--- src/rtl/mem_ctrl_pkg.sv ---
// Shared constants for mem_ctrl: request types, FSM encodings, byte count and load extension helpers.
// Pure definitions; no timing or flow-control behaviour lives here.
package mem_ctrl_pkg;

  localparam int   RegBus    = 32;
  localparam logic RstEnable = 1'b1;

  localparam logic [3:0] MEM_NOP = 4'd0;
  localparam logic [3:0] MEM_LB  = 4'd1;
  localparam logic [3:0] MEM_LH  = 4'd2;
  localparam logic [3:0] MEM_LW  = 4'd3;
  localparam logic [3:0] MEM_LBU = 4'd4;
  localparam logic [3:0] MEM_LHU = 4'd5;
  localparam logic [3:0] MEM_SB  = 4'd6;
  localparam logic [3:0] MEM_SH  = 4'd7;
  localparam logic [3:0] MEM_SW  = 4'd8;

  localparam logic [2:0] S_IDLE  = 3'd0;
  localparam logic [2:0] S_READ  = 3'd1;
  localparam logic [2:0] S_RLAST = 3'd2;
  localparam logic [2:0] S_WRITE = 3'd3;
  localparam logic [2:0] S_DONE  = 3'd4;

  function automatic logic [2:0] byte_count(input logic [3:0] op);
    logic [2:0] n;
    case (op)
      MEM_LB, MEM_LBU, MEM_SB: n = 3'd1;
      MEM_LH, MEM_LHU, MEM_SH: n = 3'd2;
      default:                 n = 3'd4;
    endcase
    return n;
  endfunction

  function automatic logic is_store(input logic [3:0] op);
    return (op >= MEM_SB);
  endfunction

  function automatic logic [31:0] extend_load(input logic [3:0] op, input logic [31:0] raw);
    logic [31:0] r;
    case (op)
      MEM_LB:  r = {{24{raw[7]}}, raw[7:0]};
      MEM_LBU: r = {24'd0, raw[7:0]};
      MEM_LH:  r = {{16{raw[15]}}, raw[15:0]};
      MEM_LHU: r = {16'd0, raw[15:0]};
      default: r = raw;
    endcase
    return r;
  endfunction

endpackage

--- src/rtl/mem_ctrl_arb.sv ---
// Combinational IF/MEM arbiter; MEM wins ties unless MEM_CTRL_ROUND_ROBIN_EN, where the
// requester not granted last wins. Zero latency; the caller only consults it while idle.
module mem_ctrl_arb (
  input  logic if_valid,
  input  logic mem_valid,
`ifdef MEM_CTRL_ROUND_ROBIN_EN
  input  logic last_mem,
`endif
  output logic grant,
  output logic sel_mem
);

  assign grant = if_valid | mem_valid;

`ifdef MEM_CTRL_ROUND_ROBIN_EN
  assign sel_mem = mem_valid & (~if_valid | ~last_mem);
`else
  assign sel_mem = mem_valid;
`endif

endmodule

--- src/rtl/mem_ctrl.sv ---
// Byte-serial RAM port shared by IF and MEM; reads done at n+2, writes at n+1 cycles after grant.
// Requesters stall on mem_busy; optional MEM_CTRL_ROUND_ROBIN_EN selects round-robin tie-break.
module mem_ctrl
  import mem_ctrl_pkg::*;
(
  input  logic              clk,
  input  logic              rst,
  input  logic              if_req,
  input  logic [RegBus-1:0] if_addr,
  output logic              if_done,
  output logic [RegBus-1:0] if_data,
  input  logic              mem_req,
  input  logic [RegBus-1:0] mem_req_addr,
  input  logic [RegBus-1:0] mem_req_data,
  input  logic [3:0]        mem_req_type,
  output logic              mem_done,
  output logic [RegBus-1:0] mem_rdata,
  output logic              mem_busy,
  input  logic [7:0]        ram_din,
  output logic [7:0]        ram_dout,
  output logic [RegBus-1:0] ram_a,
  output logic              ram_wr
);

  logic [2:0]        state;
  logic [2:0]        cnt;
  logic [RegBus-1:0] req_addr;
  logic [RegBus-1:0] req_data;
  logic [3:0]        req_type;
  logic              req_mem;
  logic [RegBus-1:0] rbuf;
  logic [RegBus-1:0] assembled;
  logic [2:0]        nbytes;
  logic [1:0]        cap_idx;
  logic [1:0]        last_idx;
  logic              mem_valid;
  logic              grant;
  logic              sel_mem;
`ifdef MEM_CTRL_ROUND_ROBIN_EN
  logic              last_mem;
`endif

  assign mem_valid = mem_req && (mem_req_type != MEM_NOP) && (mem_req_type <= MEM_SW);
  assign mem_busy  = (state != S_IDLE);
  assign nbytes    = byte_count(req_type);
  // cnt runs one ahead of the byte returning on ram_din (one-cycle RAM latency)
  assign cap_idx   = 2'(cnt - 3'd2);
  assign last_idx  = 2'(nbytes - 3'd1);

  always_comb begin
    assembled = rbuf;
    assembled[8*last_idx +: 8] = ram_din;
  end

  mem_ctrl_arb u_arb (
    .if_valid  (if_req),
    .mem_valid (mem_valid),
`ifdef MEM_CTRL_ROUND_ROBIN_EN
    .last_mem  (last_mem),
`endif
    .grant     (grant),
    .sel_mem   (sel_mem)
  );

  always_ff @(posedge clk) begin
    if (rst == RstEnable) begin
      state     <= S_IDLE;
      cnt       <= 3'd0;
      req_addr  <= '0;
      req_data  <= '0;
      req_type  <= MEM_NOP;
      req_mem   <= 1'b0;
      rbuf      <= '0;
      if_done   <= 1'b0;
      if_data   <= '0;
      mem_done  <= 1'b0;
      mem_rdata <= '0;
      ram_a     <= '0;
      ram_dout  <= 8'd0;
      ram_wr    <= 1'b0;
`ifdef MEM_CTRL_ROUND_ROBIN_EN
      last_mem  <= 1'b0;
`endif
    end else begin
      if_done  <= 1'b0;
      mem_done <= 1'b0;
      case (state)
        S_IDLE: begin
          if (grant) begin
            req_mem  <= sel_mem;
            req_addr <= sel_mem ? mem_req_addr : if_addr;
            req_data <= mem_req_data;
            req_type <= sel_mem ? mem_req_type : MEM_LW;
            ram_a    <= sel_mem ? mem_req_addr : if_addr;
            cnt      <= 3'd1;
            rbuf     <= '0;
`ifdef MEM_CTRL_ROUND_ROBIN_EN
            last_mem <= sel_mem;
`endif
            if (sel_mem && is_store(mem_req_type)) begin
              state    <= S_WRITE;
              ram_wr   <= 1'b1;
              ram_dout <= mem_req_data[7:0];
            end else begin
              state <= S_READ;
            end
          end
        end
        S_READ: begin
          if (cnt != 3'd1) rbuf[8*cap_idx +: 8] <= ram_din;
          if (cnt == nbytes) begin
            state <= S_RLAST;
            ram_a <= '0;
          end else begin
            ram_a <= req_addr + RegBus'(cnt);
            cnt   <= cnt + 3'd1;
          end
        end
        S_RLAST: begin
          state <= S_DONE;
          if (req_mem) begin
            mem_rdata <= extend_load(req_type, assembled);
            mem_done  <= 1'b1;
          end else begin
            if_data <= assembled;
            if_done <= 1'b1;
          end
        end
        S_WRITE: begin
          if (cnt == nbytes) begin
            state    <= S_DONE;
            ram_wr   <= 1'b0;
            ram_a    <= '0;
            ram_dout <= 8'd0;
            mem_done <= 1'b1;
          end else begin
            ram_a    <= req_addr + RegBus'(cnt);
            ram_dout <= req_data[8*cnt[1:0] +: 8];
            cnt      <= cnt + 3'd1;
          end
        end
        S_DONE:  state <= S_IDLE;
        default: state <= S_IDLE;
      endcase
    end
  end

endmodule

--- config.mk ---
export PLATFORM = sky130hd
export DESIGN_NAME = mem_ctrl
export DESIGN_NICKNAME = d
export VERILOG_FILES = /design/src/rtl/mem_ctrl_pkg.sv /design/src/rtl/mem_ctrl_arb.sv /design/src/rtl/mem_ctrl.sv
export SDC_FILE = /design/constraint.sdc
export NUM_CORES = 1
export LEC_CHECK = 0
export CAP_MARGIN = 0
export CELL_PAD_IN_SITES_DETAIL_PLACEMENT = 1
export CELL_PAD_IN_SITES_GLOBAL_PLACEMENT = 1
export CORE_ASPECT_RATIO = 1.75
export CORE_MARGIN = 2
export CORE_UTILIZATION = 40
export DETAILED_ROUTE_END_ITERATION = 10
export GPL_TIMING_DRIVEN = 0
export PLACE_DENSITY = 0.93
export SLEW_MARGIN = 5
export SYNTH_ARGS = -nofsm -noshare
export SYNTH_HDL_FRONTEND = slang
export SYNTH_SLANG_ARGS = --single-unit
export TNS_END_PERCENT = 50
--- constraint.sdc ---
create_clock -name clk -period 7.5 [get_ports clk]
set_input_delay 1.5 -clock clk [delete_from_list [all_inputs] [get_ports clk]]
set_output_delay 1.5 -clock clk [all_outputs]
set_load 0.005 [all_outputs]
== Word-level counts from Yosys, hierarchy flattened ==
Index checks and enable logic that the tools add are counted.

* Add/sub/neg operators: 6
* Order comparisons: 2
* Equality and inequality tests: 17
* Shift-type cells: 5
* Muxes and demuxes: 32
* Bitwise gates (word level): 3
* Reductions and logical operators: 22

{| class="wikitable"
|+ Operators with widths
! kind !! count
|-
| 32-bit 2-to-1 mux || 5
|-
| 32-bit case mux with 2 select lines || 2
|-
| 32-bit case mux with 4 select lines || 1
|-
| 5-bit negation with 34-bit output || 2
|-
| 8-bit by 34-bit variable shift with 32-bit output (first input constant) || 2
|-
| 8-bit by 34-bit indexed part select with 32-bit output || 2
|-
| 32-bit bitwise mux || 2
|-
| 32-bit by 3-bit adder with 32-bit output || 1
|-
| 32-bit by 6-bit indexed part select with 8-bit output || 1
|-
| 8-bit 2-to-1 mux || 3
|-
| 4-bit by 3-bit equality test with 1-bit output (second input constant) || 4
|-
| 8-bit case mux with 2 select lines || 1
|-
| 3-bit 2-to-1 mux || 5
|-
| 2-bit != test (second input constant) || 6
|-
| 3-bit case mux with 2 select lines || 2
|-
| 3-bit case mux with 4 select lines || 1
|-
| 3-bit AND reduction || 4
|-
| 2-bit AND reduction || 4
|-
| 3-bit by 2-bit equality test with 1-bit output (second input constant) || 2
|-
| 1-bit 2-to-1 mux || 6
|-
| 2-bit nonzero test || 3
|-
| 3-bit OR reduction || 2
|-
| 4-bit by 1-bit equality test with 1-bit output (second input constant) || 1
|-
| 4-bit by 2-bit equality test with 1-bit output (second input constant) || 1
|-
| other kinds (19) || 24
|}

* Bits in registers: 214
* Input bits: 112
* Output and inout port bits: 108
* Word-level logic and storage cells: 101

== Logic depth before layout (Yosys ltp) ==
Gate-level depths: netlist of run 1.

* Word-level depth: 8
* Depth in mapped cells: 12
* Depth with buffers taken out: 10

== Cells and area by module ==
From an unflattened synthesis of run 1, not the netlist that was laid out.

* Cells, all modules: 1219
* Area total of the unflattened synthesis: 9865.7 sq um

{| class="wikitable"
|+ By module, submodules not included
! module !! times used !! cells each !! area each (sq um)
|-
| mem_ctrl || 1 || 1217 || 9851.9
|-
| mem_ctrl_arb || 1 || 2 || 13.8
|}

== Worst setup path before layout of run 1 ==
OpenSTA, ideal clock, no wires.

* Kind: input to register
* Start point: input mem_req_type[0]
* End point: register rbuf[14]
* Arrival time: 3036 ps
* Data required time: 7368 ps
* Path slack: 4332 ps
* Cell stages on the path: 9
* Buffers on the path: 3
* Cell sequence: or3_1 -> a21oi_1 -> buf_2 -> o21ai_1 -> buf_2 -> a21oi_2 -> buf_2 -> nand2b_1 -> a21oi_1

* Cells in the longest elaborated chain, start to end: 6
* Elaborated cells on any way between the ends: 7
* Classes of those cells: 1 x order compare; 1 x eq/ne; 1 x bitwise; 4 x reduce/logical

{| class="wikitable"
|+ RTL lines
! element !! line !! text
|-
| from (decl) || mem_ctrl.sv:15 || <nowiki>input logic [3:0] mem_req_type,</nowiki>
|-
| branches (longest 2 deep; another with 4-bit <= comparator) || - ||
|-
| 1-bit logical AND * || mem_ctrl.sv:43 || <nowiki>assign mem_valid = mem_req && (mem_req_type != MEM_NOP) && (mem_req_type <= MEM_SW);</nowiki>
|-
| 1-bit OR * || mem_ctrl_arb.sv:13 || <nowiki>assign grant = if_valid | mem_valid;</nowiki>
|-
| 2-bit != test (no line) * || - ||
|-
| 3-bit AND reduction (no line) * || - ||
|-
| to (signal, indexed assignment) || mem_ctrl.sv:110 || <nowiki>if (cnt != 3'd1) rbuf[8*cap_idx +: 8] <= ram_din;</nowiki>
|-
| to (decl) || mem_ctrl.sv:31 || <nowiki>logic [RegBus-1:0] rbuf;</nowiki>
|}

Mark *: on every way between the ends.
A chain may end at the register's enable or synchronous reset.

== Worst setup path after layout of run 1 ==
* Start point: input mem_req_type[0]
* End point: register rbuf[19]

Same word-level chain as after synthesis.

==> results of run 1 <==
[routing by layer]
metal,part of all wire,vias up,wire [um],track usage
li1,-,4519,-,-
met1,0.34,4728,12190,0.2655
met2,0.56,297,19740,0.5376
met3,0.037,120,1297,0.03478
met4,0.062,0,2181,0.1673
met5,0,-,0,0
[critical path, delay by kind of cell]
family,cells,cell delay [ps]
buffers and inverters,4,1370
AOI/OAI and AO/OA,4,830
and+or+nand+nor,2,500
[path summary, 6_finish.rpt]
path,start,to,slack (ps),cells after the start
worst max-delay path,mem_req_type[0],rbuf[19]$_SDFFE_PP0P_,3710,10
worst min-delay path,req_data[28]$_SDFFE_PP0P_,req_data[28]$_SDFFE_PP0P_,460,2
worst max register to register,req_type[1]$_SDFFE_PP0P_,mem_rdata[23]$_SDFFE_PP0P_,4220,12
worst min register to register,req_data[28]$_SDFFE_PP0P_,req_data[28]$_SDFFE_PP0P_,460,2
[kinds of logic after synthesis]
logic type      after synthesis  share of synthesized area
simple gates                483                     0.2258
flops                       214                     0.4432
mux                          41                    0.05282
xor+xnor                     32                    0.02900
buf+inv                     112                    0.04738
fa+ha+maj                    15                    0.02019
compound gates              261                     0.1816
[metrics by stage]
| stage | setup WS (ps) | hold WS (ps) | area, um^2 | cells |
|---|---|---|---|---|
| after floorplan | 4332 | 433.1 | 9666 | 1158 |
| after global placement | 3247 | 439.6 | 12230 | 1684 |
| after detailed placement | 3175 | 453.3 | 12230 | 1684 |
| after CTS | 3727 | 462.1 | 12890 | 1719 |
| after global routing | 3511 | 479.8 | 12890 | 1720 |
| final | 3714 | 461.4 | 12890 | 1720 |
[state kept, by name, summed over array words and instances (netlist names), 3 cells and up]
| signal | flops |
|---|---|
| rbuf | 32 |
| req_addr | 32 |
| ram_dout | 8 |
| req_data | 32 |
| if_data | 32 |
| state | 3 |
| mem_rdata | 32 |
| req_type | 4 |
| cnt | 3 |
| ram_a | 32 |
[cell usage after synthesis, types with 10 or more instances]
cell | number | area (um^2)
buf_1 | 13 | 48.80
nor3_1 | 34 | 170.2
dfxtp_1 | 214 | 4284
a211oi_2 | 10 | 125.1
nand3_1 | 46 | 230.2
ha_1 | 14 | 175.2
clkbuf_1 | 51 | 191.4
xor2_1 | 10 | 87.58
nor2_1 | 205 | 769.5
nor2b_1 | 10 | 62.56
nand4_1 | 11 | 68.82
nand2b_1 | 46 | 287.8
o22ai_1 | 25 | 156.4
nand2_1 | 104 | 390.4
a21oi_1 | 121 | 605.6
buf_2 | 18 | 90.09
a221oi_1 | 23 | 201.4
a32oi_1 | 10 | 87.58
mux2i_1 | 33 | 330.3
a211oi_1 | 41 | 307.8
xnor2_1 | 22 | 192.7
inv_1 | 27 | 101.4
[power groups by stage]
stage / Sequential (uW) / Clock [uW] / Combinational [uW]
final: 1430 / 1050 / 1260
after global routing: 1440 / 1100 / 1380
after CTS: 1430 / 1060 / 1260
after detailed placement: 1450 / 0 / 1250
after global placement: 1440 / 0 / 1190
after floorplan: 1420 / 0 / 719
[layout make-up]
cell class                 count  area (um^2)  share of cell area
sequential                   214         4284              0.3323
multi-input combinational    832         4923              0.3819
timing repair buffer         218         2182              0.1693
antenna                        1        2.502           0.0001941
buffer                        84        352.8             0.02737
inverter                      28        105.1            0.008152
tap                          308        385.4             0.02989
clock buffer                  28        571.8             0.04435
clock inverter                 7        85.08            0.006599
==> reports/results.ini, run 1 <==
[status]
status = finished clean

[clock_network]
cts_tree = yes
cts_resized = 0
cts_num_sinks = 214
max-clock-path-buffers = 3
clock_latency_ps = 510
cts_hold_buf = 0
numCtsBuffers = 20
cts.clk_slew.worst_paths_ps = 70
ctsRootBufferMaster = clkbuf_16
htreeDepth = 1
postCtsSetupRepairBufs = 0

[route]
drt-initial-drc-count = 372
drt_first_pass_iters = 5
post_drt_wl_per_cell_um = 20.58
num_vias = 9664
final_antenna_net_count = 0
routed_wl_mm = 35.40
vias_per_cell = 5.619
drc = 0

[sta]
finalClockSkew_ps = 19.03
tns_ps = 0
hold_viol = 0
rsz0062_at_grt = no
slew_viol_final = 0
slew_headroom = 0.2825
timing.final.crit_share = 0.5048
worst_slew_pin_slew_ps = 1074
max_freq_mhz = 264.1
fin_crit_ps = 3786
setup_viol = 0

[floorplan]
die_h_um = 209.6
die_width_um = 121.5
die_area_mm2 = 0.02547
pin_count = 220
core_mm2 = 0.02384
fp-row-count = 75
start_util = 0.4055

[global_route]
track_usage = 0.2754
grt_overflow = 0
grt_pass1_vias = 10631
grt_pass1_wl_mm = 55.57
antenna_found_initial = 1
grt_max_degree = 16

[finish]
drive_gt1_frac = 0.05599
fill_cells = 2861
final_common_cell = clkdlybuf4s50_1
fin_util = 0.5409
nNetsFinal = 1525
final_cell_mix = clkdlybuf4s50_1, dfxtp_1, nor2_1
syn2layout_area_growth_pct = 33.39

[synthesis]
synth_edf_count = 0
async_flop_share = 0
synth_area_mm2 = 0.009666
ys_warn_count = 0
synthesis.nets = 1285
seq_area_frac_synth = 0.4432
ys.flop_type = dfxtp_1
ys_ff_latch = 214
synth_cell_type_count = 57
syn_inst = 1158
postSynthAreaPerCell_um2 = 8.347

[placed_design]
dp_hpwl_mm = 27.39
io_buffers = 218
gp_congestion = 0.9116

[critical_path]
path_class = primary input to register
cp_max_fo = 10
critPathLaunchType = primary input
path_cells = clkdlybuf4s50_1 -> or3_1 -> a21oi_1 -> buf_2 -> o21ai_1 -> buf_2 -> a21oi_2 -> buf_2 -> nand3_1 -> a21oi_1
crit_top_cell = buf_2
critPathSlowestCell = clkdlybuf4s50_1
timing.critical_path.required_ps = 7930
end_kind = register
critPathMaxStageDelay_ps = 490
crit_arrival_ps = 4220

[power_and_ir_drop]
p_per_area_mw_per_mm2 = 290.4
peakVddDrop_mv = 0.1467
intPower_uw = 2425
combPwrFrac = 0.337
clkPwrFrac = 0.280
p_seq_frac = 0.382
switchingPower_uw = 1318
swShare = 0.3521
p_total_uw = 3743
p_leak_uw = 0.004472

[job]
cap_viol_max_count = 0

[min_path]
min_path_type = register to register

No activity file was read; power rests on OpenSTA's default activity.
==> run 2: changes to the inputs <==
--- a/config.mk
+++ b/config.mk
@@ -10,10 +10,10 @@
 export CELL_PAD_IN_SITES_GLOBAL_PLACEMENT = 1
 export CORE_ASPECT_RATIO = 1.75
 export CORE_MARGIN = 2
-export CORE_UTILIZATION = 40
+export CORE_UTILIZATION = 34
 export DETAILED_ROUTE_END_ITERATION = 10
 export GPL_TIMING_DRIVEN = 0
-export PLACE_DENSITY = 0.93
+export PLACE_DENSITY = 0.85
 export SLEW_MARGIN = 5
 export SYNTH_ARGS = -nofsm -noshare
 export SYNTH_HDL_FRONTEND = slang
==> constraint.sdc (replaced) <==
create_clock -name clk -period 3.3 [get_ports clk]
set_input_delay 0.66 -clock clk [delete_from_list [all_inputs] [get_ports clk]]
set_output_delay 0.66 -clock clk [all_outputs]
set_load 0.005 [all_outputs]
==> run 2 against run 1 <==
Die area up 17%. Via count down 2.3%. Sequential cell count unchanged. Total power up 130%. First-iteration DRC count up 2.7%. Critical path type is now register to register. Largest power group unchanged. Highest routed layer unchanged.
==> reports/results.ini, run 2 (synthesis results as in run 1) <==
[floorplan]
start_util = 0.3455  ; -0.05997
pin_count = 220  ; unchanged
die_width_um = 131.5  ; +8.2%
core_mm2 = 0.02797  ; +17%
die_h_um = 227.0  ; +8.3%
fp-row-count = 81  ; +8.0%
die_area_mm2 = 0.02985  ; +17%

[critical_path]
r2r-start = req_type[2]$_SDFFE_PP0P_
reg2reg_to = mem_rdata[25]$_SDFFE_PP0P_
critPathSlowestCell = or3_1
critPathMaxStageDelay_ps = 410  ; -80 ps
rrSetupSlack_ps = 210  ; -4010 ps
timing.critical_path.required_ps = 3730  ; -4200 ps
critPathLaunchType = register
startpoint = req_type[2]$_SDFFE_PP0P_
r2r_cells = 10  ; -2
critPathTopFamily = simple AND/OR/NAND/NOR gates
end_kind = register
crit_top_cell = buf_6
crit_buf_inv = 2  ; -2
path_class = register to register
cp_max_fo = 10  ; unchanged
crit_arrival_ps = 3520  ; -700 ps
path_cells = nor3b_2 -> a21oi_1 -> or2_2 -> ha_1 -> or3_1 -> buf_6 -> a2bb2oi_1 -> o31a_4 -> buf_6 -> a211oi_2

[global_route]
antenna_found_initial = 1  ; unchanged
grt_overflow = 0  ; unchanged
grt_pass1_wl_mm = 54.65  ; -1.7%
grt_max_degree = 15  ; -1
track_usage = 0.2299  ; -0.04553
grt_pass1_vias = 10260  ; -3.5%

[route]
vias_per_cell = 5.283  ; -6.0%
final_antenna_net_count = 0  ; unchanged
drt_first_pass_iters = 4  ; -1
drc = 0  ; unchanged
routed_wl_mm = 35.12  ; -0.81%
drt-initial-drc-count = 382  ; +2.7%
num_vias = 9440  ; -2.3%
post_drt_wl_per_cell_um = 19.65  ; -4.5%

[sta]
timing.final.crit_share = 0.9352
slew_headroom = 0.3251  ; +0.04259
setup_slack_ps = 213.7  ; -3500 ps
max_freq_mhz = 324.0
fin_crit_ps = 3086
slew_viol_final = 0  ; unchanged
finalClockSkew_ps = 8.764  ; -10.26 ps
hold_viol = 0  ; unchanged
setup_viol = 0  ; unchanged
worst_slew_pin_slew_ps = 1005  ; -69.30 ps

[finish]
syn2layout_area_growth_pct = 35.11
nNetsFinal = 1527  ; +0.13%
layout.cells.non_filler = 1787  ; +3.9%
final_common_cell = clkdlybuf4s50_1
drive_gt1_frac = 0.06369  ; +0.007706
final_cell_mix = clkdlybuf4s50_1, dfxtp_1, nor2_1
fill_cells = 3410  ; +19%

[clock_network]
cts_num_sinks = 214  ; unchanged
clock_latency_ps = 520  ; about the same
cts.clk_slew.worst_paths_ps = 70  ; about the same
cts_tree = yes
numCtsBuffers = 21  ; +5.0%
ctsRootBufferMaster = clkbuf_16
max-clock-path-buffers = 3  ; unchanged
htreeDepth = 1  ; unchanged
cts_hold_buf = 0  ; unchanged

[power_and_ir_drop]
switchingPower_uw = 2987  ; +130%
clkPwrFrac = 0.293  ; +0.013
p_leak_uw = 0.004512  ; +0.89%
p_seq_frac = 0.376  ; -0.006
swShare = 0.3467  ; -0.005340
p_per_area_mw_per_mm2 = 659.7  ; +130%
combPwrFrac = 0.331  ; -0.006
intPower_uw = 5628  ; +130%
peakVddDrop_mv = 0.3682  ; +150%

[placed_design]
dp_hpwl_mm = 27.20  ; -0.69%
gp_congestion = 0.8787  ; -3.6%
dp.cells = 1749  ; +3.9%
pre_cts_ws_ps = -187.8  ; -3363 ps
io_buffers = 218  ; unchanged

[min_path]
hold_end = req_data[25]$_SDFFE_PP0P_
worstHoldStart = req_data[25]$_SDFFE_PP0P_
min_path_type = register to register
min_path_cells = 2  ; unchanged

[status]
status = finished clean

[job]
cap_viol_max_count = 0  ; unchanged

-- run 2: cell types whose count changed in the layout (fill, tap and decap cells not counted), sizes merged --
cell      before  now
inv           27   28
bufinv         2    3
buf           33   34
clkinvlp       0    1
clkbuf        79   77
-- run 2: how the worst max path moves through the flow --
stage                                 end  slack (ps)  cells past startpoint
2_1_floorplan  mem_rdata[21]$_SDFFE_PP0P_         530                     12
3_3_place_gp        rbuf[19]$_SDFFE_PP0P_        -140                     10
3_5_place_dp        rbuf[19]$_SDFFE_PP0P_        -190                     10
4_1_cts        mem_rdata[25]$_SDFFE_PP0P_          40                     12
5_1_grt          ram_dout[3]$_SDFFE_PP0P_         -30                     10
6_report       mem_rdata[25]$_SDFFE_PP0P_         210                     10
-- run 2: worst register-to-register path, delay by kind of cell (launching register included) --
family / cells / cell delay [ps]
buffers and inverters: 2 / 330
AND/OR/NAND/NOR: 3 / 1000
flip-flops: 1 / 390
AO/OA/AOI/OAI: 4 / 920
adder cells (fa/ha/maj): 1 / 370
-- run 2: per-stage QoR --
| step | hold slack (ps) | setup TNS, ps | utilization | power (uW) | area, um^2 |
|---|---|---|---|---|---|
| 2_1_floorplan | 433.1 | 0 | - | 4861 | 9666 |
| 4_1_cts | 459.2 | 0 | 0.4656 | 8640 | 13020 |
| 5_1_grt | 483.8 | -32.98 | 0.4669 | 9078 | 13060 |
| 3_5_place_dp | 447.0 | -6184 | 0.4402 | 6108 | 12310 |
| 6_report | 456.7 | 0 | 0.4669 | 8615 | 13060 |
| 3_3_place_gp | 439.3 | -2312 | 0.4402 | 6001 | 12310 |
-- run 2: final cells by class --
class	instances	area, um^2	area share
Tap cell	373	466.7	0.03574
Sequential cell	214	4285	0.3282
Buffer	84	354.1	0.02712
Clock buffer	26	574.3	0.04398
Multi-Input combinational cell	832	4949	0.3789
Antenna cell	1	2.502	0.0001916
Clock inverter	10	128.9	0.009869
Timing Repair Buffer	219	2190	0.1677
Inverter	28	108.9	0.008336
-- run 2: layer usage --
metal  share of wire  track usage
met1            0.34       0.2124
met2            0.56       0.4668
met3           0.042      0.03585
met4           0.056       0.1371
met5               0            0
-- run 2: repair_timing --
action,CTS,global route
pin swaps,0,0
resized for setup,1,8
setup buffers,0,1
endpoints found under the setup margin,10,51
-- run 2: power groups by stage --
stage / combinational (uW) / clock, uW / sequential (uW)
finish: 2860 / 2520 / 3240
global route: 3140 / 2660 / 3280
CTS: 2850 / 2560 / 3230
detailed placement: 2820 / 0 / 3290
global placement: 2730 / 0 / 3270
floorplan: 1630 / 0 / 3230
==> run 3: changes to the inputs <==
--- a/config.mk
+++ b/config.mk
@@ -8,7 +8,7 @@
 export CAP_MARGIN = 0
 export CELL_PAD_IN_SITES_DETAIL_PLACEMENT = 1
 export CELL_PAD_IN_SITES_GLOBAL_PLACEMENT = 1
-export CORE_ASPECT_RATIO = 1.75
+export CORE_ASPECT_RATIO = 1.25
 export CORE_MARGIN = 2
 export CORE_UTILIZATION = 34
 export DETAILED_ROUTE_END_ITERATION = 10
==> run 3 against run 2 <==
Combinational power is essentially flat. Largest power group unchanged. Routed wire length shrank 1.4%. Non-clock buffer count shrank 1. Critical path type unchanged.
==> reports/results.ini, run 3 (synthesis results as in run 1) <==
[route]
final_antenna_net_count = 0  ; unchanged
routed_wl_mm = 34.63  ; -1.4%
drc = 0  ; unchanged
drt-initial-drc-count = 369  ; -3.4%
vias_per_cell = 5.351  ; +1.3%
post_drt_wl_per_cell_um = 19.53  ; -0.60%
num_vias = 9488  ; +0.51%
drt_first_pass_iters = 5  ; +1

[sta]
timing.final.crit_share = 0.9631  ; +0.02787
worst_slew_pin_slew_ps = 1037  ; +32.36 ps
finalClockSkew_ps = 7.747  ; -1.018 ps
max_freq_mhz = 314.6  ; -2.9%
fin_crit_ps = 3178  ; +91.96 ps
hold_viol = 0  ; unchanged
setup_slack_ps = 121.8  ; -91.96 ps
slew_headroom = 0.3029  ; -0.02218
rsz0062_at_grt = no
setup_viol = 0  ; unchanged
slew_viol_final = 0  ; unchanged

[clock_network]
cts.clk_slew.worst_paths_ps = 60  ; about the same
htreeDepth = 1  ; unchanged
ctsRootBufferMaster = clkbuf_16
numCtsBuffers = 23  ; +9.5%
max-clock-path-buffers = 3  ; unchanged
cts_num_sinks = 214  ; unchanged
cts_hold_buf = 0  ; unchanged
postCtsSetupRepairBufs = 0  ; unchanged
clock_latency_ps = 520  ; about the same
cts_tree = yes

[finish]
syn2layout_area_growth_pct = 35.11  ; unchanged
layout.cells.non_filler = 1773  ; -0.78%
nNetsFinal = 1528  ; +0.065%
final_common_cell = clkdlybuf4s50_1
n_antenna_cell = 0  ; -1
final_cell_mix = clkdlybuf4s50_1, dfxtp_1, nor2_1
drive_gt1_frac = 0.06488  ; +0.001186

[critical_path]
critPathSlowestCell = dfxtp_1
crit_arrival_ps = 3610  ; +90 ps
path_cells = nor3b_4 -> a21oi_1 -> or2_2 -> inv_1 -> ha_1 -> clkinvlp_4 -> or3_1 -> buf_6 -> a2bb2oi_1 -> o31a_4 -> buf_6 -> a211oi_2
critPathLaunchType = register
timing.critical_path.required_ps = 3730  ; about the same
critPathMaxStageDelay_ps = 410  ; about the same
cp_max_fo = 10  ; unchanged
crit_buf_inv = 4  ; +2
path_class = register to register
critPathTopFamily = simple AND/OR/NAND/NOR gates
end_kind = register
crit_top_cell = buf_6

[placed_design]
dp.cells = 1731  ; -1.0%
io_buffers = 218  ; unchanged
pre_cts_ws_ps = -184.8  ; +3.037 ps
gp_congestion = 0.8785  ; about the same
dp_hpwl_mm = 26.56  ; -2.3%

[floorplan]
die_area_mm2 = 0.02980  ; -0.15%
pin_count = 220  ; unchanged
core_mm2 = 0.02823  ; +0.93%
start_util = 0.3424  ; -0.003170
die_h_um = 192.5  ; -15%
fp-row-count = 69  ; -15%
die_width_um = 154.8  ; +18%

[global_route]
grt_pass1_vias = 10102  ; -1.5%
grt_overflow = 0  ; unchanged
antenna_found_initial = 0  ; -1
grt_pass1_wl_mm = 53.86  ; -1.5%
track_usage = 0.2278  ; -0.002091
grt_max_degree = 14  ; -1

[power_and_ir_drop]
p_leak_uw = 0.004520  ; +0.17%
peakVddDrop_mv = 0.2430  ; -34%
p_per_area_mw_per_mm2 = 662.0  ; +0.35%

[status]
status = finished clean

[job]
cap_viol_max_count = 0  ; unchanged

[min_path]
min_path_type = register to register

-- run 3: cell count changes in the layout (fill, tap and decap cells not counted), sizes merged --
cell and change:
buf -1, bufinv -2, clkbuf +6, clkinvlp +2
diode -1
-- run 3: worst min-delay path, stage by stage, from the launching register on --
cell and delay, ps:
dfxtp_1 310, nand2_1 50, a21oi_1 50
-- run 3: power breakdown --
part / total (uW) / internal [uW] / leakage [uW] / switching, uW
Clock: 2550 / 1480 / 0.000367 / 1080
Combinational: 2840 / 1200 / 0.00241 / 1640
Sequential: 3250 / 2950 / 0.00175 / 293
Total: 8650 / 5630 / 0.00452 / 3010
-- run 3: cell type report --
class / instances / area, um^2
fillers: 3345 / 15170
multi-input cells: 832 / 4941
flip-flops and latches: 214 / 4285
repair buffers: 218 / 2182
clock buffers: 32 / 659.4
well taps: 355 / 444.2
plain buffers: 84 / 354.1
inverters: 28 / 108.9
clock inverters: 10 / 83.83
-- run 3: worst paths after layout --
kind	start	endpoint	slack, ps	cells past startpoint
max	req_type[2]$_SDFFE_PP0P_	mem_rdata[28]$_SDFFE_PP0P_	120	12
min	req_data[28]$_SDFFE_PP0P_	req_data[28]$_SDFFE_PP0P_	450	2
max reg2reg	req_type[2]$_SDFFE_PP0P_	mem_rdata[28]$_SDFFE_PP0P_	120	12
min reg2reg	req_data[28]$_SDFFE_PP0P_	req_data[28]$_SDFFE_PP0P_	450	2
-- run 3: what timing repair did --
item / 4_1_cts / 5_1_grt
endpoints found under the setup margin: 0 / 49
resized for setup: 0 / 7
endpoints found under the hold margin: 0 / 0
-- run 3: metal layers --
metal | wire (um) | vias up | share of wire | GRT usage
met5 | 0 | - | 0 | 0
met4 | 1543 | 0 | 0.045 | 0.1061
li1 | - | 4509 | - | -
met1 | 13190 | 4574 | 0.38 | 0.2414
met2 | 18160 | 313 | 0.52 | 0.4370
met3 | 1742 | 92 | 0.050 | 0.03930
-- run 3: through the flow --
stage | total power, uW | setup TNS (ps) | hold WS [ps] | cell area (um^2) | utilization
2_1_floorplan | 4861 | 0 | 433.1 | 9666 | -
3_3_place_gp | 5988 | -1834 | 439.9 | 12290 | 0.4354
3_5_place_dp | 6113 | -4977 | 447.7 | 12290 | 0.4354
4_1_cts | 8698 | 0 | 456.5 | 13040 | 0.4617
5_1_grt | 9131 | 0 | 474.5 | 13060 | 0.4626
6_report | 8645 | 0 | 454.5 | 13060 | 0.4626
